==> src/rtl/pc_sequencer_pkg.sv <==
// Shared definitions for the program-counter sequencer: state encoding,
// default parameter values and a helper for sizing the program-select port.
package pc_sequencer_pkg;

  localparam int PW_DEF      = 10;
  localparam int CW_DEF      = 16;
  localparam int NPROG_DEF   = 4;
  localparam int PSTRIDE_DEF = 256;

  typedef enum logic [1:0] {
    ST_IDLE = 2'b00,
    ST_RUN  = 2'b01,
    ST_DONE = 2'b10
  } pcState_e;

  // Width of the program-select field; never narrower than one bit.
  function automatic int selWidth(input int n);
    return (n > 1) ? $clog2(n) : 1;
  endfunction

endpackage

==> src/rtl/pc_sequencer_sat_counter.sv <==
// Saturating up-counter used for both the cycle and instruction counts.
// A clear wins over an increment; the count sticks at all-ones.
module sat_counter #(
  parameter int W = 16
) (
  input  logic         Clk,
  input  logic         Reset,
  input  logic         clr,
  input  logic         en,
  output logic [W-1:0] q
);

  // Count register: async reset, synchronous clear, saturating increment.
  always_ff @(posedge Clk or posedge Reset) begin
    if (Reset) begin
      q <= '0;
    end else if (clr) begin
      q <= '0;
    end else if (en && (q != {W{1'b1}})) begin
      q <= q + W'(1);
    end else begin
      q <= q;
    end
  end

endmodule

==> src/rtl/pc_sequencer.sv <==
// Program-counter sequencer: launches one of NPROG programs at a fixed
// stride, steps/branches the PC while running, and counts cycles and
// retired instructions until HALT.
module pc_sequencer
  import pc_sequencer_pkg::*;
#(
  parameter int PW      = PW_DEF,
  parameter int CW      = CW_DEF,
  parameter int NPROG   = NPROG_DEF,
  parameter int PSTRIDE = PSTRIDE_DEF
) (
  input  logic                         Clk,
  input  logic                         Reset,
  input  logic                         Start,
  input  logic [selWidth(NPROG)-1:0]   ProgSel,
  input  logic                         Halt,
  input  logic                         Stall,
  input  logic                         BranchAbs,
  input  logic                         BranchRelEn,
  input  logic                         ALU_flag,
  input  logic [PW-1:0]                Target,
  input  logic [PW-1:0]                Offset,
  output logic [PW-1:0]                ProgCtr,
  output logic                         Running,
  output logic                         Ack,
  output logic [CW-1:0]                CycleCt,
  output logic [CW-1:0]                InstCt
);

  pcState_e      state_r;
  logic [PW-1:0] launchPc_s;
  logic          cycleEn_s;
  logic          instEn_s;

  // Start vector of the selected program; out-of-range selects fall back to program 0.
  always_comb begin
    if (32'(ProgSel) >= NPROG) begin
      launchPc_s = '0;
    end else begin
      launchPc_s = PW'(ProgSel) * PW'(PSTRIDE);
    end
  end

  // Counter enables: every RUN cycle counts, only non-stalled cycles retire.
  always_comb begin
    if (state_r == ST_RUN) begin
      cycleEn_s = 1'b1;
      instEn_s  = ~Stall;
    end else begin
      cycleEn_s = 1'b0;
      instEn_s  = 1'b0;
    end
  end

  // Sequencer FSM with registered PC and status outputs; Start overrides everything.
  always_ff @(posedge Clk or posedge Reset) begin
    if (Reset) begin
      state_r <= ST_IDLE;
      ProgCtr <= '0;
      Running <= 1'b0;
      Ack     <= 1'b0;
    end else if (Start) begin
      state_r <= ST_RUN;
      ProgCtr <= launchPc_s;
      Running <= 1'b1;
      Ack     <= 1'b0;
    end else begin
      case (state_r)
        ST_RUN: begin
          if (Stall) begin
            ProgCtr <= ProgCtr;
          end else if (Halt) begin
            state_r <= ST_DONE;
            Running <= 1'b0;
            Ack     <= 1'b1;
          end else if (BranchAbs) begin
            ProgCtr <= Target;
          end else if (BranchRelEn && ALU_flag) begin
            ProgCtr <= ProgCtr + Offset;
          end else begin
            ProgCtr <= ProgCtr + PW'(1);
          end
        end
        ST_IDLE, ST_DONE: begin
          ProgCtr <= ProgCtr;
        end
        default: begin
          state_r <= ST_IDLE;
          ProgCtr <= '0;
          Running <= 1'b0;
          Ack     <= 1'b0;
        end
      endcase
    end
  end

  sat_counter #(.W(CW)) uCycleCtr (
    .Clk   (Clk),
    .Reset (Reset),
    .clr   (Start),
    .en    (cycleEn_s),
    .q     (CycleCt)
  );

  sat_counter #(.W(CW)) uInstCtr (
    .Clk   (Clk),
    .Reset (Reset),
    .clr   (Start),
    .en    (instEn_s),
    .q     (InstCt)
  );

endmodule

==> config.mk <==
export PLATFORM = sky130hd
export DESIGN_NAME = pc_sequencer
export DESIGN_NICKNAME = d
export VERILOG_FILES = /design/src/rtl/pc_sequencer_pkg.sv /design/src/rtl/pc_sequencer_sat_counter.sv /design/src/rtl/pc_sequencer.sv
export SDC_FILE = /design/constraint.sdc
export NUM_CORES = 1
export LEC_CHECK = 0
export CAP_MARGIN = 20
export CORE_UTILIZATION = 45
export CTS_CLUSTER_SIZE = 10
export DETAILED_ROUTE_END_ITERATION = 7
export GPL_ROUTABILITY_DRIVEN = 1
export PLACE_DENSITY = 0.78
export RECOVER_POWER = 50
export SYNTH_ARGS = -nofsm -noshare
export SYNTH_HDL_FRONTEND = slang
export SYNTH_SLANG_ARGS = --single-unit
==> constraint.sdc <==
create_clock -name Clk -period 4.2 [get_ports Clk]
set_input_delay 0.84 -clock Clk [delete_from_list [all_inputs] [get_ports Clk]]
set_output_delay 0.84 -clock Clk [all_outputs]
set_load 0.005 [all_outputs]
==> flow_metrics.env, run 1 <==
export IMPL_ios=74
export IMPL_placed_area_um2=3560
export IMPL_initialDrtViolationCount=70
export IMPL_area_growth_pct=33.4
export IMPL_outcome="finished, violations left"
export IMPL_hold_slack_ns=0.535
export IMPL_globalplace_congestion=0.878
export IMPL_hold_viol=0
export IMPL_crit_start="Start"
export IMPL_postCtsHoldBufs=0
export IMPL_die_w_um=80.3
export IMPL_drt_total_wl_um=6900
export IMPL_nNetsFinal=410
export IMPL_cts_resized=0
export IMPL_port_buffers=73
export IMPL_cts_clk_slew_worst_paths_ns=0.09
export IMPL_die_h_um=80.3
export IMPL_antenna_found_initial=0
export IMPL_hp_start="ProgCtr[0]"
export IMPL_grt_pass1_wl_um=11200
export IMPL_avgSynthCellArea_um2=9.38
export IMPL_critical_path_class="input port to flop"
export IMPL_grt_pass1_vias=2369
export IMPL_post_route_period_util=0.820
export IMPL_die_area_um2=6440
export IMPL_min_path_type="flop to flop"
export IMPL_multi_input_comb_area_um2=1610
export IMPL_grt_ovfl_total=0
export IMPL_vias_per_cell=5.75
export IMPL_required_ns=4.37
export IMPL_fmax_mhz=290
export IMPL_arrival_ns=3.62
export IMPL_fp_coreArea_um2=5920
export IMPL_vdd_drop_max_mv=0.158
export IMPL_worstReg2RegStart="ProgCtr[0]"
export IMPL_synth_nets=336
export IMPL_yosysUniqueCellTypes=46
export IMPL_yosysSeqAreaShare=0.399
export IMPL_drv_slew=38
export IMPL_cap_violations=2
export IMPL_yosysWarnings=0
export IMPL_async_flop_share=1.00
export IMPL_drive_above_1_share=0.0379
export IMPL_fin_skew_ns=0.0108
export IMPL_synth_ff_type="dfrtp_1"
export IMPL_drt_pass1_iterations=4
export IMPL_post_cts_buffers=0
export IMPL_setup_viol=0
export IMPL_p_per_area_nw_per_um2=263
export IMPL_hpwl_um=4980
export IMPL_cts_made_buffers=5
export IMPL_worst_path_max_fanout=37
export IMPL_netlist_area_leader_share=0.399
export IMPL_synthCells=294
export IMPL_clk_latency_ns=0.30
export IMPL_leakagePower_nw=1.54
export IMPL_drc=0
export IMPL_cts_sinks=44
export IMPL_critPathLaunchType="input port"
export IMPL_layout_commonest_cell="clkdlybuf4s50_1"
export IMPL_tightest_slew_ns=1.61
export IMPL_cts_max_path_buffers=2
export IMPL_syn_area_um2=2760
export IMPL_synth_seq_cells=44
export IMPL_regArea_um2=1100
export IMPL_grt_max_degree=38
export IMPL_violations="max-capacitance violations, max-slew violations"
export IMPL_setup_tns_ns=0
export IMPL_rsz0062_at_grt="false"
export IMPL_layout_common_cells="67 x clkdlybuf4s50_1, 44 x dfrtp_1, 30 x nor2_1"
export IMPL_period_needed_ns=3.45
export IMPL_synth_enable_flop_cells=0
export IMPL_start_util=0.466
export IMPL_endpoint_kind="flop"
export IMPL_wl_per_cell_um=15.5
export IMPL_h_tree_depth=2
export IMPL_rows=28
export IMPL_drtAntennaViolNets=0
export IMPL_vias=2553
export IMPL_synth_top_area_cell="dfrtp_1"
export IMPL_fin_area_um2=3680
export IMPL_synthTopCellsByArea="dfrtp_1 40%, xnor2_1 5.7%, xor2_1 5.1%"
export IMPL_antenna_cells=0
export IMPL_cts_root_buf="clkbuf_8"
export IMPL_max_slew_margin=-0.0721
export IMPL_final_fill_count=531
export IMPL_cts_tree="built"
export IMPL_grt_total_usage=0.221
-- metal layers --
metal / up-vias / share of wire / GRT usage
li1: 1234 / - / -
met1: 1227 / 0.46 / 0.298
met2: 85 / 0.47 / 0.362
met3: 7 / 0.065 / 0.0409
met4: 0 / 0.0070 / 0.0554
met5: - / 0 / 0
-- cell usage after synthesis, drive strengths merged, types with 2 or more instances --
cell type,count
and3,18
a31oi,2
nor4,4
mux2i,6
nor2,30
clkbuf,9
o2111ai,3
nand3b,2
a211oi,2
dfrtp,44
o21bai,2
nor3,6
xnor2,18
or3b,2
o21a,2
a22o,2
a21o,3
or3,3
o31ai,3
nor4b,3
nand2,12
inv,4
nand4,12
a32oi,3
nand3,15
nor3b,2
xor2,16
o211ai,2
or2,2
and4,5
ha,11
a311oi,2
nand2b,5
a21oi,19
o21ai,14
-- critical path: stages --
cell	delay (ns)
dlygate4sd3_1	0.55
clkbuf_1	1.17
a21oi_1	0.33
buf_4	0.31
a32o_1	0.20
a21oi_1	0.11
o21ai_0	0.11
-- metrics by stage --
| step | cells | setup WS, ns | utilization | power, mW |
|---|---|---|---|---|
| final | 444 | 0.754 | 0.621 | 0.966 |
| after global routing | 444 | 0.543 | 0.621 | 1.01 |
| after CTS | 443 | 1.33 | 0.621 | 0.976 |
| after detailed placement | 435 | 1.01 | 0.602 | 0.641 |
| after global placement | 435 | 1.07 | 0.602 | 0.636 |
| after floorplan | 294 | 1.76 | - | 0.553 |
-- worst paths after layout --
path	to	slack [ns]	cells after the start
worst max-delay path	ProgCtr[9]	0.75	7
worst min-delay path	ProgCtr[0]	0.53	2
max in group asynchronous	Ack	1.46	3
worst min register to register	ProgCtr[0]	0.53	2
min in group asynchronous	ProgCtr[2]	0.98	2
worst max register to register	ProgCtr[6]	2.15	7
-- sequential cells by signal, summed over array words and instances (netlist names) --
| name | flops |
|---|---|
| uCycleCtr.q | 16 |
| Ack | 1 |
| ProgCtr | 10 |
| uInstCtr.q | 16 |
| state_r | 1 |
-- cells by family after synthesis --
group,after synthesis,synth area share
compound gates,61,0.140
fa+ha+maj,12,0.0572
mux,6,0.0218
xor+xnor,34,0.108
flops,44,0.399
simple gates,124,0.256
buf+inv,13,0.0177
-- where the power goes --
group          switching, mW  internal, mW  leakage, nW
registers             0.0194         0.439        0.602
clock network          0.155         0.179       0.0548
logic                 0.0809        0.0925        0.885
-- cell type report --
cell class | count | area share
clock buffers | 5 | 0.0187
clock inverters | 3 | 0.0126
inverters | 4 | 0.00408
multi-input cells | 237 | 0.437
flip-flops and latches | 44 | 0.299
well taps | 75 | 0.0255
repair buffers | 76 | 0.203
Power figures use the tool's default switching activity.
==> run 2: changes to the inputs <==
CORE_UTILIZATION = 44   (was 45)
PLACE_DENSITY = 0.8   (was 0.78)
clock period = 2.8 ns   (was 4.2 ns; I/O delays follow)
==> flow_metrics.env, run 2 (synthesis gave the netlist of run 1 again) <==
export IMPL_rsz0062_at_grt="false"
export IMPL_worst_path_max_fanout=4
export IMPL_post_route_period_util=0.886
export IMPL_grt_pass1_vias=2440
export IMPL_setup_viol=0
export IMPL_arrival_ns=2.67
export IMPL_reg_top3="uCycleCtr.q x16, uInstCtr.q x16, ProgCtr x10"
export IMPL_drtAntennaViolNets=0
export IMPL_slowest_stage="clkdlybuf4s50_1"
export IMPL_drt_pass1_iterations=4
export IMPL_tightest_slew_ns=0.822
export IMPL_port_buffers=73
export IMPL_critPathLaunchType="input port"
export IMPL_cap_violations=0
export IMPL_drv_slew=0
export IMPL_cts_resized=0
export IMPL_fin_area_um2=3690
export IMPL_antenna_found_initial=0
export IMPL_final_fill_count=526
export IMPL_outcome="finished, final reports clean"
export IMPL_cts_clk_slew_worst_paths_ns=0.08
export IMPL_rows=28
export IMPL_hpwl_um=5090
export IMPL_grt_pass1_wl_um=11800
export IMPL_fp_coreArea_um2=5990
export IMPL_power_mw=1.36
export IMPL_placed_area_um2=3610
export IMPL_leakagePower_nw=1.59
export IMPL_grt_max_degree=37
export IMPL_cts_sinks=44
export IMPL_start_util=0.460
export IMPL_clk_latency_ns=0.29
export IMPL_ios=74
export IMPL_drc=0
export IMPL_min_path_type="flop to flop"
export IMPL_vdd_drop_max_mv=0.258
export IMPL_globalplace_congestion=0.883
export IMPL_die_h_um=81.2
export IMPL_place_inst=441
export IMPL_drt_total_wl_um=7060
export IMPL_hold_viol=0
export IMPL_path_cells="clkdlybuf4s50_1 > nand3b_1 > ha_1 > fa_1 > a21o_1 > a21oi_1 > xor2_1 > o21ai_0 > a22o_1"
export IMPL_cts_root_buf="clkbuf_8"
export IMPL_antenna_cells=0
export IMPL_fin_skew_ns=0.00418
export IMPL_cts_tree="built"
export IMPL_vias=2602
export IMPL_cts_made_buffers=5
export IMPL_postCtsHoldBufs=0
export IMPL_p_per_area_nw_per_um2=369
export IMPL_cts_max_path_buffers=2
export IMPL_vias_per_cell=5.80
export IMPL_setup_tns_ns=0
export IMPL_post_cts_buffers=0
export IMPL_die_w_um=81.2
export IMPL_area_growth_pct=33.9
export IMPL_grt_total_usage=0.233
export IMPL_layout_commonest_cell="clkdlybuf4s50_1"
export IMPL_hold_slack_ns=0.538
export IMPL_critPathBufInv=1
export IMPL_fmax_mhz=403
export IMPL_initialDrtViolationCount=155
export IMPL_period_needed_ns=2.48
export IMPL_finalNonFillerCells=449
export IMPL_critPathTopFamily="compound AO/OA/AOI/OAI gates"
export IMPL_die_area_um2=6590
export IMPL_critical_path_class="input port to flop"
export IMPL_h_tree_depth=2
export IMPL_drive_above_1_share=0.0455
export IMPL_wl_per_cell_um=15.7
export IMPL_nNetsFinal=415
export IMPL_layout_common_cells="57 x clkdlybuf4s50_1, 44 x dfrtp_1, 30 x nor2_1"
export IMPL_max_slew_margin=0.452
export IMPL_slowest_delay_ns=0.54
export IMPL_required_ns=2.99
export IMPL_grt_ovfl_total=0
export IMPL_endpoint_kind="flop"
==> run 2: cell count changes in the layout (fill, tap and decap cells not counted), moves of 2 or more <==
cell,delta
clkdlybuf4s50_1,-10
dlygate4sd3_1,+10
buf_4,+5
clkbuf_1,+2
==> run 2: report_power, final <==
part / internal [mW] / total [mW] / switching [mW]
sequential: 0.658 / 0.687 / 0.0288
clock: 0.201 / 0.412 / 0.210
combinational: 0.141 / 0.264 / 0.123
==> run 2: final cells by class <==
class	count	area, um^2	area share
clock buffers	8	90.1	0.0244
inverters	4	15.0	0.00407
multi-input cells	237	1610	0.435
flip-flops and latches	44	1100	0.298
well taps	75	93.8	0.0254
repair buffers	81	783	0.212
==> run 2: path summary, 6_finish.rpt <==
kind	depth (start not counted)	slack (ns)	startpoint	end
hold / removal	2	0.54	ProgCtr[0]	ProgCtr[0]
setup / recovery	9	0.32	ALU_flag	ProgCtr[4]
hold reg to reg	2	0.54	ProgCtr[0]	ProgCtr[0]
min in group asynchronous	2	0.71	Reset	ProgCtr[2]
setup reg to reg	7	0.81	ProgCtr[0]	ProgCtr[4]
max in group asynchronous	3	1.01	Reset	ProgCtr[4]
==> run 2: stage by stage <==
step,util,setup slack [ns]
2_1_floorplan,-,0.638
3_3_place_gp,0.602,0.0670
3_5_place_dp,0.602,0.0333
4_1_cts,0.617,0.335
5_1_grt,0.616,0.206
6_report,0.616,0.320
==> run 2: per-layer routing <==
metal | vias up | routed length, um | global-route usage
met4 | 0 | 35 | 0.0714
met3 | 4 | 510 | 0.0348
li1 | 1247 | - | -
met2 | 98 | 3200 | 0.365
met1 | 1253 | 3310 | 0.331
met5 | - | 0 | 0
==> run 2: tightest hold or removal path, stage by stage (launching register included) <==
cell and delay, ns:
dfrtp_1 0.39, nand2_1 0.06, o31ai_1 0.06
